File: config.mk
export PLATFORM = sky130hd
export DESIGN_NAME = mult_share_arb_flat
export DESIGN_NICKNAME = d
export VERILOG_FILES = /design/src/rtl/fft_mult_pkg.sv /design/src/rtl/mult_share_arb_if.sv /design/src/rtl/rr_pick.sv /design/src/rtl/mult_share_arb.sv /design/src/flat_wrapper.sv
export SDC_FILE = /design/constraint.sdc
export NUM_CORES = 1
export LEC_CHECK = 0
export BUFFER_PORTS_ARGS = -buffer_cell sky130_fd_sc_hd__buf_2
export CELL_PAD_IN_SITES_DETAIL_PLACEMENT = 1
export CELL_PAD_IN_SITES_GLOBAL_PLACEMENT = 1
export CORE_MARGIN = 5
export CORE_UTILIZATION = 31
export DETAILED_ROUTE_END_ITERATION = 6
export GPL_TIMING_DRIVEN = 0
export PLACE_DENSITY_LB_ADDON = 0.1
export REMOVE_ABC_BUFFERS = 1
export SYNTH_ARGS = -nofsm -noshare
export SYNTH_HDL_FRONTEND = slang
export SYNTH_SLANG_ARGS = --single-unit
File: constraint.sdc
create_clock -name clk -period 2.7 [get_ports clk]
set_input_delay 0.54 -clock clk [delete_from_list [all_inputs] [get_ports clk]]
set_output_delay 0.54 -clock clk [all_outputs]
set_load 0.02 [all_outputs]
File: src/rtl/fft_mult_pkg.sv
// Shared types and constants for the FFT-stage multiplier and its users.
// Provides operand/product widths, the multiplier latency, and the tag
// record {vld, id} carried alongside each in-flight operation.
package fft_mult_pkg;

    localparam int unsigned MUL_W_IN  = 8;
    localparam int unsigned MUL_W_OUT = 16;
    localparam int unsigned MUL_LAT   = 8;

    // Wide enough for requester IDs of up to 8 requesters.
    localparam int unsigned TAG_ID_W  = 3;

    typedef struct packed {
        logic                vld;
        logic [TAG_ID_W-1:0] id;
    } tag_t;

endpackage

File: src/rtl/mult_share_arb_if.sv
// Bus bundle for mult_share_arb.
//   requester side : req_valid, req_a, req_b, req_mask -> req_ready
//   multiplier side: mul_en, mul_a, mul_b -> mul_result, mul_rdy
//   response side  : rsp_valid, rsp_data
//   status         : inflight, idle, tag_err
// slave  = the arbiter; master = requesters + multiplier environment.
interface mult_share_arb_if #(
    parameter int unsigned N_REQ = 4
);
    localparam int unsigned W_IN  = fft_mult_pkg::MUL_W_IN;
    localparam int unsigned W_OUT = fft_mult_pkg::MUL_W_OUT;
    localparam int unsigned CNT_W = 4;

    logic [N_REQ-1:0]      req_valid;
    logic [W_IN*N_REQ-1:0] req_a;
    logic [W_IN*N_REQ-1:0] req_b;
    logic [N_REQ-1:0]      req_ready;
    logic [N_REQ-1:0]      req_mask;

    logic                  mul_en;
    logic [W_IN-1:0]       mul_a;
    logic [W_IN-1:0]       mul_b;
    logic [W_OUT-1:0]      mul_result;
    logic                  mul_rdy;

    logic [N_REQ-1:0]      rsp_valid;
    logic [W_OUT-1:0]      rsp_data;

    logic [CNT_W-1:0]      inflight;
    logic                  idle;
    logic                  tag_err;

    modport master (
        output req_valid, req_a, req_b, req_mask, mul_result, mul_rdy,
        input  req_ready, mul_en, mul_a, mul_b, rsp_valid, rsp_data,
               inflight, idle, tag_err
    );

    modport slave (
        input  req_valid, req_a, req_b, req_mask, mul_result, mul_rdy,
        output req_ready, mul_en, mul_a, mul_b, rsp_valid, rsp_data,
               inflight, idle, tag_err
    );

endinterface

File: src/rtl/rr_pick.sv
// Combinational round-robin selector, reusable for any shared resource.
//   eligible : per-requester eligibility
//   ptr      : highest-priority index this cycle (must be < N)
//   grant    : one-hot, first eligible index at or above ptr, wrapping
module rr_pick #(
    parameter int unsigned N    = 4,
    parameter int unsigned ID_W = 2
) (
    input  logic [N-1:0]    eligible,
    input  logic [ID_W-1:0] ptr,
    output logic [N-1:0]    grant
);

    logic [2*N-1:0] elig_dbl;
    logic [N-1:0]   rot;
    logic [N-1:0]   rot_gnt;
    logic [2*N-1:0] gnt_dbl;

    // Rotate so that bit k of rot is eligible[(ptr+k) mod N].
    assign elig_dbl = {eligible, eligible} >> ptr;
    assign rot      = elig_dbl[N-1:0];

    // Lowest set bit of the rotated vector is the winner.
    assign rot_gnt  = rot & (~rot + N'(1));

    // Rotate back and fold the wrapped half onto the low half.
    assign gnt_dbl  = {N'(0), rot_gnt} << ptr;
    assign grant    = gnt_dbl[N-1:0] | gnt_dbl[2*N-1:N];

endmodule

File: src/rtl/mult_share_arb.sv
// Round-robin arbiter/sequencer sharing one pipelined 8x8 multiplier among
// N_REQ requesters. Grants one requester per cycle, registers the operands
// into the multiplier, tags each issue with the requester ID in a delay line
// aligned to the multiplier latency, and routes returning products back.
//   clk, rst : clock, synchronous active-high reset
//   bus      : mult_share_arb_if.slave (requests, multiplier, responses,
//              inflight/idle/tag_err status)
module mult_share_arb #(
    parameter int unsigned N_REQ   = 4,
    parameter int unsigned MUL_LAT = fft_mult_pkg::MUL_LAT,
    parameter int unsigned ID_W    = 2
) (
    input  logic              clk,
    input  logic              rst,
    mult_share_arb_if.slave   bus
);

    localparam int unsigned W_IN     = fft_mult_pkg::MUL_W_IN;
    localparam int unsigned W_OUT    = fft_mult_pkg::MUL_W_OUT;
    localparam int unsigned TAG_ID_W = fft_mult_pkg::TAG_ID_W;
    localparam int unsigned N_STG    = MUL_LAT + 1;
    localparam int unsigned CNT_W    = 4;

    typedef fft_mult_pkg::tag_t tag_t;

    logic [N_REQ-1:0] eligible;
    logic [N_REQ-1:0] grant;
    logic [N_REQ-1:0] ready;
    logic             xfer;
    logic [ID_W-1:0]  gnt_id;
    logic [ID_W-1:0]  ptr_q;
    logic [ID_W-1:0]  ptr_nxt;
    logic [W_IN-1:0]  sel_a;
    logic [W_IN-1:0]  sel_b;

    logic             mul_en_q;
    logic [W_IN-1:0]  mul_a_q;
    logic [W_IN-1:0]  mul_b_q;

    tag_t             tags_q [N_STG];
    tag_t             tag_in;
    tag_t             tail;

    logic [N_REQ-1:0] rsp_hit;
    logic [N_REQ-1:0] rsp_valid_q;
    logic [W_OUT-1:0] rsp_data_q;
    logic [CNT_W-1:0] inflight_q;
    logic             tag_err_q;

    // Arbitration
    assign eligible = bus.req_valid & bus.req_mask;

    rr_pick #(
        .N    (N_REQ),
        .ID_W (ID_W)
    ) u_pick (
        .eligible (eligible),
        .ptr      (ptr_q),
        .grant    (grant)
    );

    assign ready = rst ? '0 : grant;
    assign xfer  = |ready;

    // Encode the one-hot grant and mux the winner's operands.
    always_comb begin
        gnt_id = '0;
        sel_a  = '0;
        sel_b  = '0;
        for (int i = 0; i < N_REQ; i++) begin
            if (ready[i]) begin
                gnt_id = ID_W'(i);
                sel_a  = bus.req_a[W_IN*i +: W_IN];
                sel_b  = bus.req_b[W_IN*i +: W_IN];
            end
        end
    end

    assign ptr_nxt = (gnt_id == ID_W'(N_REQ - 1)) ? '0 : gnt_id + ID_W'(1);

    always_ff @(posedge clk) begin
        if (rst) begin
            ptr_q <= '0;
        end else if (xfer) begin
            ptr_q <= ptr_nxt;
        end
    end

    // Issue register into the multiplier; operands hold on idle cycles.
    always_ff @(posedge clk) begin
        if (rst) begin
            mul_en_q <= 1'b0;
            mul_a_q  <= '0;
            mul_b_q  <= '0;
        end else begin
            mul_en_q <= xfer;
            if (xfer) begin
                mul_a_q <= sel_a;
                mul_b_q <= sel_b;
            end
        end
    end

    // Tag delay line: the tail stage lines up with mul_rdy of the same issue.
    always_comb begin
        tag_in     = '0;
        tag_in.vld = xfer;
        tag_in.id  = TAG_ID_W'(gnt_id);
    end

    always_ff @(posedge clk) begin
        if (rst) begin
            for (int s = 0; s < N_STG; s++) begin
                tags_q[s] <= '0;
            end
        end else begin
            tags_q[0] <= tag_in;
            for (int s = 1; s < N_STG; s++) begin
                tags_q[s] <= tags_q[s-1];
            end
        end
    end

    assign tail = tags_q[N_STG-1];

    // A product is delivered only when both the strobe and a valid tag agree.
    always_comb begin
        rsp_hit = '0;
        for (int i = 0; i < N_REQ; i++) begin
            rsp_hit[i] = bus.mul_rdy && tail.vld && (tail.id == TAG_ID_W'(i));
        end
    end

    always_ff @(posedge clk) begin
        if (rst) begin
            rsp_valid_q <= '0;
            rsp_data_q  <= '0;
        end else begin
            rsp_valid_q <= rsp_hit;
            if (|rsp_hit) begin
                rsp_data_q <= bus.mul_result;
            end
        end
    end

    // Sticky misalignment flag: strobe without tag, or tag without strobe.
    always_ff @(posedge clk) begin
        if (rst) begin
            tag_err_q <= 1'b0;
        end else if (bus.mul_rdy != tail.vld) begin
            tag_err_q <= 1'b1;
        end
    end

    // Occupancy: an operation retires when its tag leaves the tail.
    always_ff @(posedge clk) begin
        if (rst) begin
            inflight_q <= '0;
        end else begin
            case ({xfer, tail.vld})
                2'b10:   inflight_q <= inflight_q + CNT_W'(1);
                2'b01:   inflight_q <= inflight_q - CNT_W'(1);
                default: inflight_q <= inflight_q;
            endcase
        end
    end

    assign bus.req_ready = ready;
    assign bus.mul_en    = mul_en_q;
    assign bus.mul_a     = mul_a_q;
    assign bus.mul_b     = mul_b_q;
    assign bus.rsp_valid = rsp_valid_q;
    assign bus.rsp_data  = rsp_data_q;
    assign bus.inflight  = inflight_q;
    assign bus.idle      = (inflight_q == '0) && !(|bus.req_valid);
    assign bus.tag_err   = tag_err_q;

endmodule

File: src/flat_wrapper.sv
// flat-port wrapper written by rule: the top's interface ports become plain ports
module mult_share_arb_flat 
#(
    parameter int unsigned N_REQ   = 4,
    parameter int unsigned MUL_LAT = fft_mult_pkg::MUL_LAT,
    parameter int unsigned ID_W    = 2
)
  (clk, rst, bus_req_valid, bus_req_a, bus_req_b, bus_req_mask, bus_mul_result, bus_mul_rdy, bus_req_ready, bus_mul_en, bus_mul_a, bus_mul_b, bus_rsp_valid, bus_rsp_data, bus_inflight, bus_idle, bus_tag_err);
  mult_share_arb_if #(.N_REQ(N_REQ)) bus_i ();
  input  logic clk;
  input  logic rst;
  input wire logic [$bits(bus_i.req_valid)-1:0] bus_req_valid;
  input wire logic [$bits(bus_i.req_a)-1:0] bus_req_a;
  input wire logic [$bits(bus_i.req_b)-1:0] bus_req_b;
  input wire logic [$bits(bus_i.req_mask)-1:0] bus_req_mask;
  input wire logic [$bits(bus_i.mul_result)-1:0] bus_mul_result;
  input wire logic [$bits(bus_i.mul_rdy)-1:0] bus_mul_rdy;
  output wire logic [$bits(bus_i.req_ready)-1:0] bus_req_ready;
  output wire logic [$bits(bus_i.mul_en)-1:0] bus_mul_en;
  output wire logic [$bits(bus_i.mul_a)-1:0] bus_mul_a;
  output wire logic [$bits(bus_i.mul_b)-1:0] bus_mul_b;
  output wire logic [$bits(bus_i.rsp_valid)-1:0] bus_rsp_valid;
  output wire logic [$bits(bus_i.rsp_data)-1:0] bus_rsp_data;
  output wire logic [$bits(bus_i.inflight)-1:0] bus_inflight;
  output wire logic [$bits(bus_i.idle)-1:0] bus_idle;
  output wire logic [$bits(bus_i.tag_err)-1:0] bus_tag_err;
  assign bus_i.req_valid = bus_req_valid;
  assign bus_i.req_a = bus_req_a;
  assign bus_i.req_b = bus_req_b;
  assign bus_i.req_mask = bus_req_mask;
  assign bus_i.mul_result = bus_mul_result;
  assign bus_i.mul_rdy = bus_mul_rdy;
  assign bus_req_ready = bus_i.req_ready;
  assign bus_mul_en = bus_i.mul_en;
  assign bus_mul_a = bus_i.mul_a;
  assign bus_mul_b = bus_i.mul_b;
  assign bus_rsp_valid = bus_i.rsp_valid;
  assign bus_rsp_data = bus_i.rsp_data;
  assign bus_inflight = bus_i.inflight;
  assign bus_idle = bus_i.idle;
  assign bus_tag_err = bus_i.tag_err;
  mult_share_arb #(.N_REQ(N_REQ), .MUL_LAT(MUL_LAT), .ID_W(ID_W)) u_core (.clk(clk), .rst(rst), .bus(bus_i));
endmodule
======== After elaboration in Yosys (flattened, before gate mapping) ========
Memories as Yosys holds them, arrays and structs flattened.
Index checks and enable logic that the tools add are counted.
storage, ports and cells
  bits in registers ....................... 44
  RAM bits ................................ 36
  output and inout port bits .............. 47
  memories kept ........................... 1
cells by class
  add/subtract/negate cells ............... 4
  equality and inequality tests ........... 7
  shift operators ......................... 2
  muxes and demuxes ....................... 26
  bitwise operators ....................... 13
  reductions and logical operators ........ 13
memories
  memory         words  width  rd ports  clocked after memory_dff  wr ports  line                  text
  u_core.tags_q  9      4      9         0                         9         mult_share_arb.sv:40  tag_t tags_q [N_STG];
operators with widths
  kind                                                                 number
  8-bit two-way mux                                                    8
  4-bit two-way mux                                                    10
  4-bit OR reduction                                                   3
  1-bit bitwise OR                                                     9
  4-bit by 1-bit adder with 4-bit output (second input constant)       2
  4-bit bitwise AND                                                    2
  4-bit case mux with 2 select lines                                   1
  4-bit by 2-bit << shifter with 8-bit output                          1
  8-bit by 2-bit >> shifter with 4-bit output                          1
  3-bit by 2-bit == test with 1-bit output (second input constant)     2
  1-bit logical AND                                                    6
  2-bit two-way mux                                                    3
  2-bit == test (second input constant)                                2
  4-bit logical NOT                                                    1
  1-bit two-way mux                                                    4
  4-bit inverter                                                       1
  4-bit bitwise OR                                                     1
  4-bit by 1-bit subtractor with 4-bit output (second input constant)  1
  3-bit by 1-bit == test with 1-bit output (second input constant)     1
  3-bit logical NOT                                                    1
  2-bit by 1-bit adder with 2-bit output (second input constant)       1
  2-bit by 1-bit == test with 1-bit output (second input constant)     1
  2-bit nonzero test                                                   1
  1-bit logical NOT                                                    1
  1-bit inequality test                                                1

======== Depth between registers and ports, before layout ========
Gate-level depths: netlist (run 1).
  depth in word-level cells ............... 13
  gate-level depth with buffers ........... 13
  mapped depth without buffers ............ 12

======== Cells and area by module ========
Synthesis (run 1) repeated with hierarchy kept, for this count alone.
second synthesis, totals
  cells, all modules ...................... 325
  area total of the unflattened synthesis .. 3164.3 um^2
modules (own cells, without submodules)
  module          instances  cells an instance  area an instance (um^2)
  mult_share_arb  1          307                3054.2
  rr_pick         1          18                 110.1

======== Worst setup path before layout (run 1) ========
No wires, ideal clock.
  path type ............................... input -> register
  start point ............................. input port rst
  end point ............................... register u_core.inflight_q[2], in the netlist u_core.bus.inflight[2]
  setup time .............................. 0.071 ns
  arrival ................................. 2.853 ns
  data required time ...................... 2.629 ns
  setup slack ............................. -0.223 ns
  stages on the path ...................... 13
  buffers on the path ..................... 1
  cells stage by stage .................... buf_2 > nand3b_1 > a221oi_4 > o21bai_4 > or3_4 > inv_1 > ha_1 > xor2_1 > ha_1 > a21oi_1 > xor2_1 > or3_1 > a21oi_1
between the ends
  cells in the longest elaborated chain, start to end .. 4
  elaborated cells between the ends (all ways) .. 6
  classes of those cells .................. 2 x eq/ne; 2 x mux; 2 x reduce/logical
RTL lines
  what                                                                       line                   text
  start, declared                                                            flat_wrapper.sv:11     input logic rst;
  4-bit two-way mux                                                          mult_share_arb.sv:62   assign ready = rst ? '0 : grant;
  4-bit OR reduction                                                         mult_share_arb.sv:63   assign xfer = |ready;
  2-bit by 1-bit == test with 1-bit output or 2-bit == test (tied branches)  mult_share_arb.sv:160  case ({xfer, tail.vld})
  4-bit case mux with 2 select lines or 2-bit nonzero test (tied branches)   --
  end signal, assigned                                                       mult_share_arb.sv:161  2'b10: inflight_q <= inflight_q + CNT_W'(1);
  end signal, assigned                                                       mult_share_arb.sv:162  2'b01: inflight_q <= inflight_q - CNT_W'(1);
  end signal, assigned                                                       mult_share_arb.sv:163  default: inflight_q <= inflight_q;
  end, declared                                                              mult_share_arb.sv:47   logic [CNT_W-1:0] inflight_q;
Several ways; a longest one is shown, not always the timed one.
A chain may end at the register's enable or synchronous reset.

======== Worst setup path after layout (run 1) ========
  start point ............................. register u_core.ptr_q[1]
  end point ............................... register u_core.inflight_q[2], in the netlist u_core.bus.inflight[2]
between the ends
  cells in the longest elaborated chain, start to end .. 10
  elaborated cells between the ends (all ways) .. 12
  classes of those cells .................. 1 x add/sub; 2 x eq/ne; 2 x shift; 2 x mux; 3 x bitwise; 2 x reduce/logical
RTL lines
  what                                                                       line                   text
  start, declared                                                            mult_share_arb.sv:31   logic [ID_W-1:0] ptr_q;
  start signal, assigned                                                     mult_share_arb.sv:85   ptr_q <= ptr_nxt;
  8-bit by 2-bit >> shifter with 4-bit output                                rr_pick.sv:20          assign elig_dbl = {eligible, eligible} >> ptr;
  4-bit inverter                                                             rr_pick.sv:24          assign rot_gnt = rot & (~rot + N'(1));
  4-bit by 1-bit adder with 4-bit output                                     rr_pick.sv:24
  4-bit bitwise AND                                                          rr_pick.sv:24
  4-bit by 2-bit << shifter with 8-bit output *                              rr_pick.sv:27          assign gnt_dbl = {N'(0), rot_gnt} << ptr;
  4-bit bitwise OR *                                                         rr_pick.sv:28          assign grant = gnt_dbl[N-1:0] | gnt_dbl[2*N-1:N];
  4-bit two-way mux *                                                        mult_share_arb.sv:62
  4-bit OR reduction *                                                       mult_share_arb.sv:63
  2-bit by 1-bit == test with 1-bit output or 2-bit == test (tied branches)  mult_share_arb.sv:160
  4-bit case mux with 2 select lines or 2-bit nonzero test (tied branches)   --
Every way passes the cells marked *; elsewhere a longest branch is shown, timed or not.

==> results of run 1 <==
-- layout by cell type (no fill, tap or decap), types with 2 or more instances in the layout --
cell and instances:
o21ai_2 3, nand2_1 5, nand3b_1 3, o2bb2ai_1 20, a22oi_1 3, mux2i_1 17, a21oi_2 2, nor3b_1 2
or4_1 2, inv_2 3, nor2b_1 26, buf_2 134, dfxtp_4 2, ha_1 2, nor2_1 40, xor2_1 3
dfxtp_1 68, inv_6 3, o21ai_0 4, a221oi_1 16, buf_12 2, o2bb2ai_2 10, clkbuf_8 9, buf_4 19
clkinvlp_4 2
-- final cells by class --
type / count / area, sq um / area share [%]
clock buffer: 9 / 124 / 2.97
sequential: 70 / 1410 / 33.8
multi-input combinational: 187 / 1530 / 36.7
tap: 129 / 161 / 3.87
inverter: 5 / 21.3 / 0.510
clock inverter: 7 / 61.3 / 1.47
timing repair buffer: 156 / 865 / 20.7
-- registers in the layout, summed over array words and instances, names as in the netlist --
| name | count |
|---|---|
| u_core.bus.rsp_valid | 4 |
| u_core.bus.mul_b | 8 |
| u_core.bus.tag_err | 1 |
| u_core.bus.mul_a | 8 |
| u_core.ptr_q | 2 |
| u_core.tags_q | 27 |
| u_core.bus.rsp_data | 16 |
| u_core.bus.inflight | 4 |
-- timing repair --
action,4_1_cts,5_1_grt
gates cloned,1,0
setup endpoints to repair,23,2
pin swaps,6,5
hold endpoints to repair,0,0
resized for setup,17,12
buffers inserted,11,8
-- power by group --
part / switching [uW] / internal, uW / total, uW / leakage [uW]
clock network: 449 / 351 / 799 / 0.0000888
registers: 47.8 / 1100 / 1140 / 0.000572
logic: 263 / 215 / 478 / 0.00118
total: 760 / 1660 / 2420 / 0.00184
-- metrics by stage --
step                      instances  hold WS (ns)
after detailed placement        528         0.426
after CTS                       556         0.402
after floorplan                 261         0.414
final                           563         0.420
after global routing            563         0.423
after global placement          527         0.421
-- layer usage --
metal | wire length, um | up-vias
li1 | - | 1318
met2 | 4060 | 109
met3 | 867 | 14
met5 | 0 | -
met1 | 3720 | 1274
met4 | 103 | 0
-- cell families (layout without fill, tap and decap cells) --
logic type,Yosys count,in the layout
AND/OR/NAND/NOR,86,86
AO/OA/AOI/OAI,75,76
adder cells (fa/ha/maj),4,4
buffers and inverters,23,177
flip-flops,70,70
multiplexers,17,17
XOR/XNOR,4,4
-- worst max path at each step --
stage                                     endpoint  cells after the start
6_report       u_core.bus.inflight[2]$_SDFFE_PP0P_                     13
3_3_place_gp   u_core.bus.inflight[2]$_SDFFE_PP0P_                     11
2_1_floorplan  u_core.bus.inflight[2]$_SDFFE_PP0P_                     12
4_1_cts        u_core.bus.inflight[2]$_SDFFE_PP0P_                     13
3_5_place_dp   u_core.bus.inflight[2]$_SDFFE_PP0P_                     13
5_1_grt        u_core.bus.inflight[2]$_SDFFE_PP0P_                     13
-- worst max-delay path, cell delays in order (launching register included) --
cell      delay, ns
dfxtp_4        0.38
buf_6          0.12
a32o_2         0.18
a221oi_4       0.07
o21bai_4       0.19
or3_4          0.43
inv_4          0.08
ha_4           0.15
xor2_1         0.16
ha_2           0.19
a21oi_2        0.03
xor2_1         0.15
or3_1          0.32
a21oi_2        0.11
==> impl_metrics.ini, run 1 <==
[synthesis]
synth_top_area_cell = dfxtp_1
syn_area_per_cell_sq_um = 10.7
synthAdderAreaFrac_pct = 1.68
ys_async_sr_fraction_pct = 0
synthTopCellsByCount = dfxtp_1 (70), nor2_1 (40), nor2b_1 (26)
synthTopCellsByArea = dfxtp_1 (47%), o2bb2ai_1 (5.9%), mux2i_1 (5.7%), nor2b_1 (5.4%), nor2_1 (5.0%)
yosysMostFrequentCell = dfxtp_1
synthSimpleGateAreaFrac_pct = 15.3
synth_compound_gate_area_share_pct = 24.9
synthMuxAreaShare_pct = 5.70
synth_xor_area_share_pct = 1.17
ys_ff_latch = 70
synth_top_family_by_area = compound AO/OA/AOI/OAI gates
synth_cell_types = 49
syn_area_sq_mm = 0.00299
yosys.area.top_type_share_pct = 46.9
yosys_warnings = 0
synthCells = 279
synth-seq-area-share_pct = 46.9
ys.flop_type = dfxtp_1
synth_edf_count = 0

[critical_path]
worstSetupPathType = flop to flop
end_kind = flop
arrival_ns = 2.93
ff2ff_setup_slack_ns = 0.06
worstReg2RegEnd = u_core.bus.inflight[2]$_SDFFE_PP0P_
critical_path_required_ns = 2.99
cp-start-kind = flop
startpoint = u_core.ptr_q[1]$_SDFFE_PP0P_
cp_max_fo = 5
rr_startpoint = u_core.ptr_q[1]$_SDFFE_PP0P_
r2r_cells = 13

[cts]
cts_hold_buf = 0
clk_latency_ns = 0.35
cts_root_buf = clkbuf_8
cts_tree = built
cts_max_path_buffers = 2
cts_made_buffers = 9
h-tree-depth = 3
clkSinkCount = 70
clk_pin_slew_ns = 0.09

[die]
fp-row-count = 35
initial_utilization_pct = 32.0
die_y_um = 108
io_pins = 138
dieArea_sq_mm = 0.0117
die_w_um = 108
core_area_sq_mm = 0.00933

[grt]
track_usage_pct = 14.8
busiest_layer = met2
antenna_found_initial = 0
grt_pass1_wl_mm = 13.6
gr-total-overflow = 0
grtUsageMet3_pct = 5.19
grtUsageMet2_pct = 24.3
grt_pass1_vias = 2763
grt_max_degree = 55
grtUsageMet1_pct = 18.0

[placed_design]
dp_hpwl_mm = 5.88
port_buffers = 137
dp_slack_ns = -1.32
place_congestion = 0.718
placed_area_sq_mm = 0.00374

[finish]
stdcell_area_sq_mm = 0.00417
syn2layout_area_growth_pct = 39.7
layout-drive-gt1-share_pct = 48.4
antennaDiodeCount = 0
postLayoutCoreUtil_pct = 44.7
fin_nets = 524
fillers = 1096

[power]
power_leakage_uw = 0.00184
power.density_mw_per_mm2 = 580
power_uw = 2420
ir_drop_v = 0.000222

[sta]
rsz0062_at_grt = yes
period_share_pct = 97.9
worst_slack_ns = 0.0568
setup_viol = 0
max-slew-margin-rel_pct = 24.0
max_freq_ghz = 0.378
fin_tns_setup_ns = 0
period_needed_ns = 2.64
report.final.hold_viol_count = 0
clock_skew_ns = 0.0130
slew_viol_final = 0
tightest_slew_ns = 1.13

[routing]
drtPass1Iterations = 4
routed_wl_mm = 8.75
post_drt_wl_per_cell_um = 15.5
routed_via_density = 4.82
ant_nets = 0
drc = 0
vias = 2715
drt_iter0_markers = 66

[hold_path]
hold_end = u_core.bus.mul_b[2]$_SDFFE_PP0P_
hp-class = input pin to flop
hold_start = bus_req_b[26]
hold_depth = 3

[run]
drv_cap = 0

[outcome]
outcome = completed
No activity file was read; power rests on OpenSTA's default activity.
==> inputs of run 2 (changes only) <==
--- a/config.mk
+++ b/config.mk
@@ -9,7 +9,7 @@
 export CELL_PAD_IN_SITES_DETAIL_PLACEMENT = 1
 export CELL_PAD_IN_SITES_GLOBAL_PLACEMENT = 1
 export CORE_MARGIN = 5
-export CORE_UTILIZATION = 31
+export CORE_UTILIZATION = 34
 export DETAILED_ROUTE_END_ITERATION = 6
 export GPL_TIMING_DRIVEN = 0
 export PLACE_DENSITY_LB_ADDON = 0.1
==> constraint.sdc (replaced) <==
create_clock -name clk -period 2.5 [get_ports clk]
set_input_delay 0.5 -clock clk [delete_from_list [all_inputs] [get_ports clk]]
set_output_delay 0.5 -clock clk [all_outputs]
set_load 0.02 [all_outputs]
==> impl_metrics.ini, run 2 (synthesis results as in run 1) <==
[sta]
report.final.hold_viol_count = 0
tightest_slew_ns = 0.957
period_share_pct = 105
period_needed_ns = 2.63
max-slew-margin-rel_pct = 36.2
fin_tns_setup_ns = -0.129
worst_slack_ns = -0.129
rsz0062_at_grt = yes
clock_skew_ns = 0.00860
slew_viol_final = 0
setup_viol = 1
max_freq_ghz = 0.380

[critical_path]
end_kind = flop
crit_path_top_delay_cell = or3_4
ff2ff_setup_slack_ns = -0.13
worstReg2RegEnd = u_core.bus.inflight[2]$_SDFFE_PP0P_
cp_max_fo = 5
r2r_cells = 12
max_stage_delay_ns = 0.39
cp-start-kind = input pin
rr_startpoint = u_core.ptr_q[0]$_SDFFE_PP0P_
worstSetupPathType = input pin to flop
critical_path_required_ns = 2.78
crit_chain = buf_2 -> a22o_2 -> o21ai_1 -> a21o_4 -> or3_4 -> inv_4 -> ha_4 -> xor2_1 -> ha_2 -> a21oi_2 -> xor2_1 -> or3_1 -> a21oi_2
arrival_ns = 2.91

[routing]
drc = 0
post_drt_wl_per_cell_um = 16.6
drtPass1Iterations = 4
routed_via_density = 5.01
ant_nets = 0
vias = 2730
drt_iter0_markers = 73
routed_wl_mm = 9.03

[power]
ir_drop_v = 0.000274
power_leakage_uw = 0.00187
power.density_mw_per_mm2 = 641
power_uw = 2710

[cts]
cts_max_path_buffers = 2
h-tree-depth = 3
cts_tree = built
clk_latency_ns = 0.34
clk_pin_slew_ns = 0.08
cts_made_buffers = 9
cts_root_buf = clkbuf_8
clkSinkCount = 70
cts_hold_buf = 0

[placed_design]
placed_area_sq_mm = 0.00372
port_buffers = 137
place_congestion = 0.729
dp_hpwl_mm = 5.94

[finish]
regMostFlops = u_core.tags_q
fin_nets = 527
fillers = 1024
syn2layout_area_growth_pct = 41.4
layout-drive-gt1-share_pct = 48.5
largest_reg_flops = 27
final_cell_mix = buf_2 (136), dfxtp_1 (68), nor2_1 (40)
stdcell_area_sq_mm = 0.00422
final_common_cell = buf_2
antennaDiodeCount = 0

[hold_path]
hp-class = input pin to flop
hold_end = u_core.bus.rsp_data[1]$_SDFFE_PP0P_
hold_start = bus_mul_result[1]
hold_depth = 3

[outcome]
outcome = finished with violations
violations = setup timing

[grt]
grt_pass1_vias = 3022
track_usage_pct = 16.7
antenna_found_initial = 0
grt_max_degree = 55
grt_pass1_wl_mm = 14.8
gr-total-overflow = 0

[die]
die_w_um = 104
core_area_sq_mm = 0.00864
dieArea_sq_mm = 0.0108
initial_utilization_pct = 34.6
io_pins = 138
die_y_um = 104
fp-row-count = 34

[run]
drv_cap = 0
-- run 2: cell type report --
cell class                 instances  area, sq um  share of cell area (%)
sequential                        70         1410                    33.4
inverter                           5         21.3                   0.504
clock buffer                       9          124                    2.93
timing repair buffer             159          916                    21.7
tap                              108          135                    3.20
multi-input combinational        187         1540                    36.4
clock inverter                     7         81.3                    1.93
-- run 2: critical path, delay by kind of cell --
| family | cells | cell delay (ns) |
|---|---|---|
| AO/OA/AOI/OAI | 5 | 0.79 |
| AND/OR/NAND/NOR | 2 | 0.71 |
| adder cells (fa/ha/maj) | 2 | 0.35 |
| XOR/XNOR | 2 | 0.31 |
| buffers and inverters | 2 | 0.23 |
-- run 2: worst max path at each step --
stage,from,endpoint,cells past startpoint
floorplan,bus_req_valid[1],u_core.bus.inflight[2]$_SDFFE_PP0P_,12
global placement,rst,u_core.bus.inflight[2]$_SDFFE_PP0P_,11
detailed placement,rst,u_core.bus.inflight[2]$_SDFFE_PP0P_,13
CTS,u_core.ptr_q[1]$_SDFFE_PP0P_,u_core.bus.inflight[2]$_SDFFE_PP0P_,13
global route,u_core.ptr_q[0]$_SDFFE_PP0P_,u_core.bus.inflight[2]$_SDFFE_PP0P_,12
finish,bus_req_valid[3],u_core.bus.inflight[2]$_SDFFE_PP0P_,13
-- run 2: per-layer routing --
| metal | wire [um] | share of wire [%] | GRT usage (%) |
|---|---|---|---|
| met1 | 3890 | 43 | 20.0 |
| met2 | 4220 | 47 | 26.8 |
| met3 | 783 | 8.7 | 7.65 |
| met4 | 135 | 1.5 | 5.00 |
| met5 | 0 | 0 | 0 |
-- run 2: power by group --
group,total [uW],switching (uW),leakage (uW),internal [uW]
clock,939,466,0.000100,473
combinational,535,291,0.00120,244
sequential,1230,49.6,0.000572,1180
-- run 2: per-stage QoR --
| stage | hold WS (ns) | cells | util [%] | worst slack, ns |
|---|---|---|---|---|
| after floorplan | 0.414 | 261 | - | -0.966 |
| after global placement | 0.421 | 506 | 42.8 | -1.58 |
| after detailed placement | 0.423 | 507 | 43.1 | -1.50 |
| after CTS | 0.372 | 542 | 48.3 | -0.0834 |
| after global routing | 0.382 | 545 | 48.9 | -0.262 |
| final | 0.391 | 545 | 48.9 | -0.129 |
-- run 2: repair_timing --
action,CTS,global route
endpoints found under the setup margin,23,10
cloned,2,0
pin swaps,7,2
setup buffers,17,3
hold endpoints to repair,0,0
resized for setup,21,5
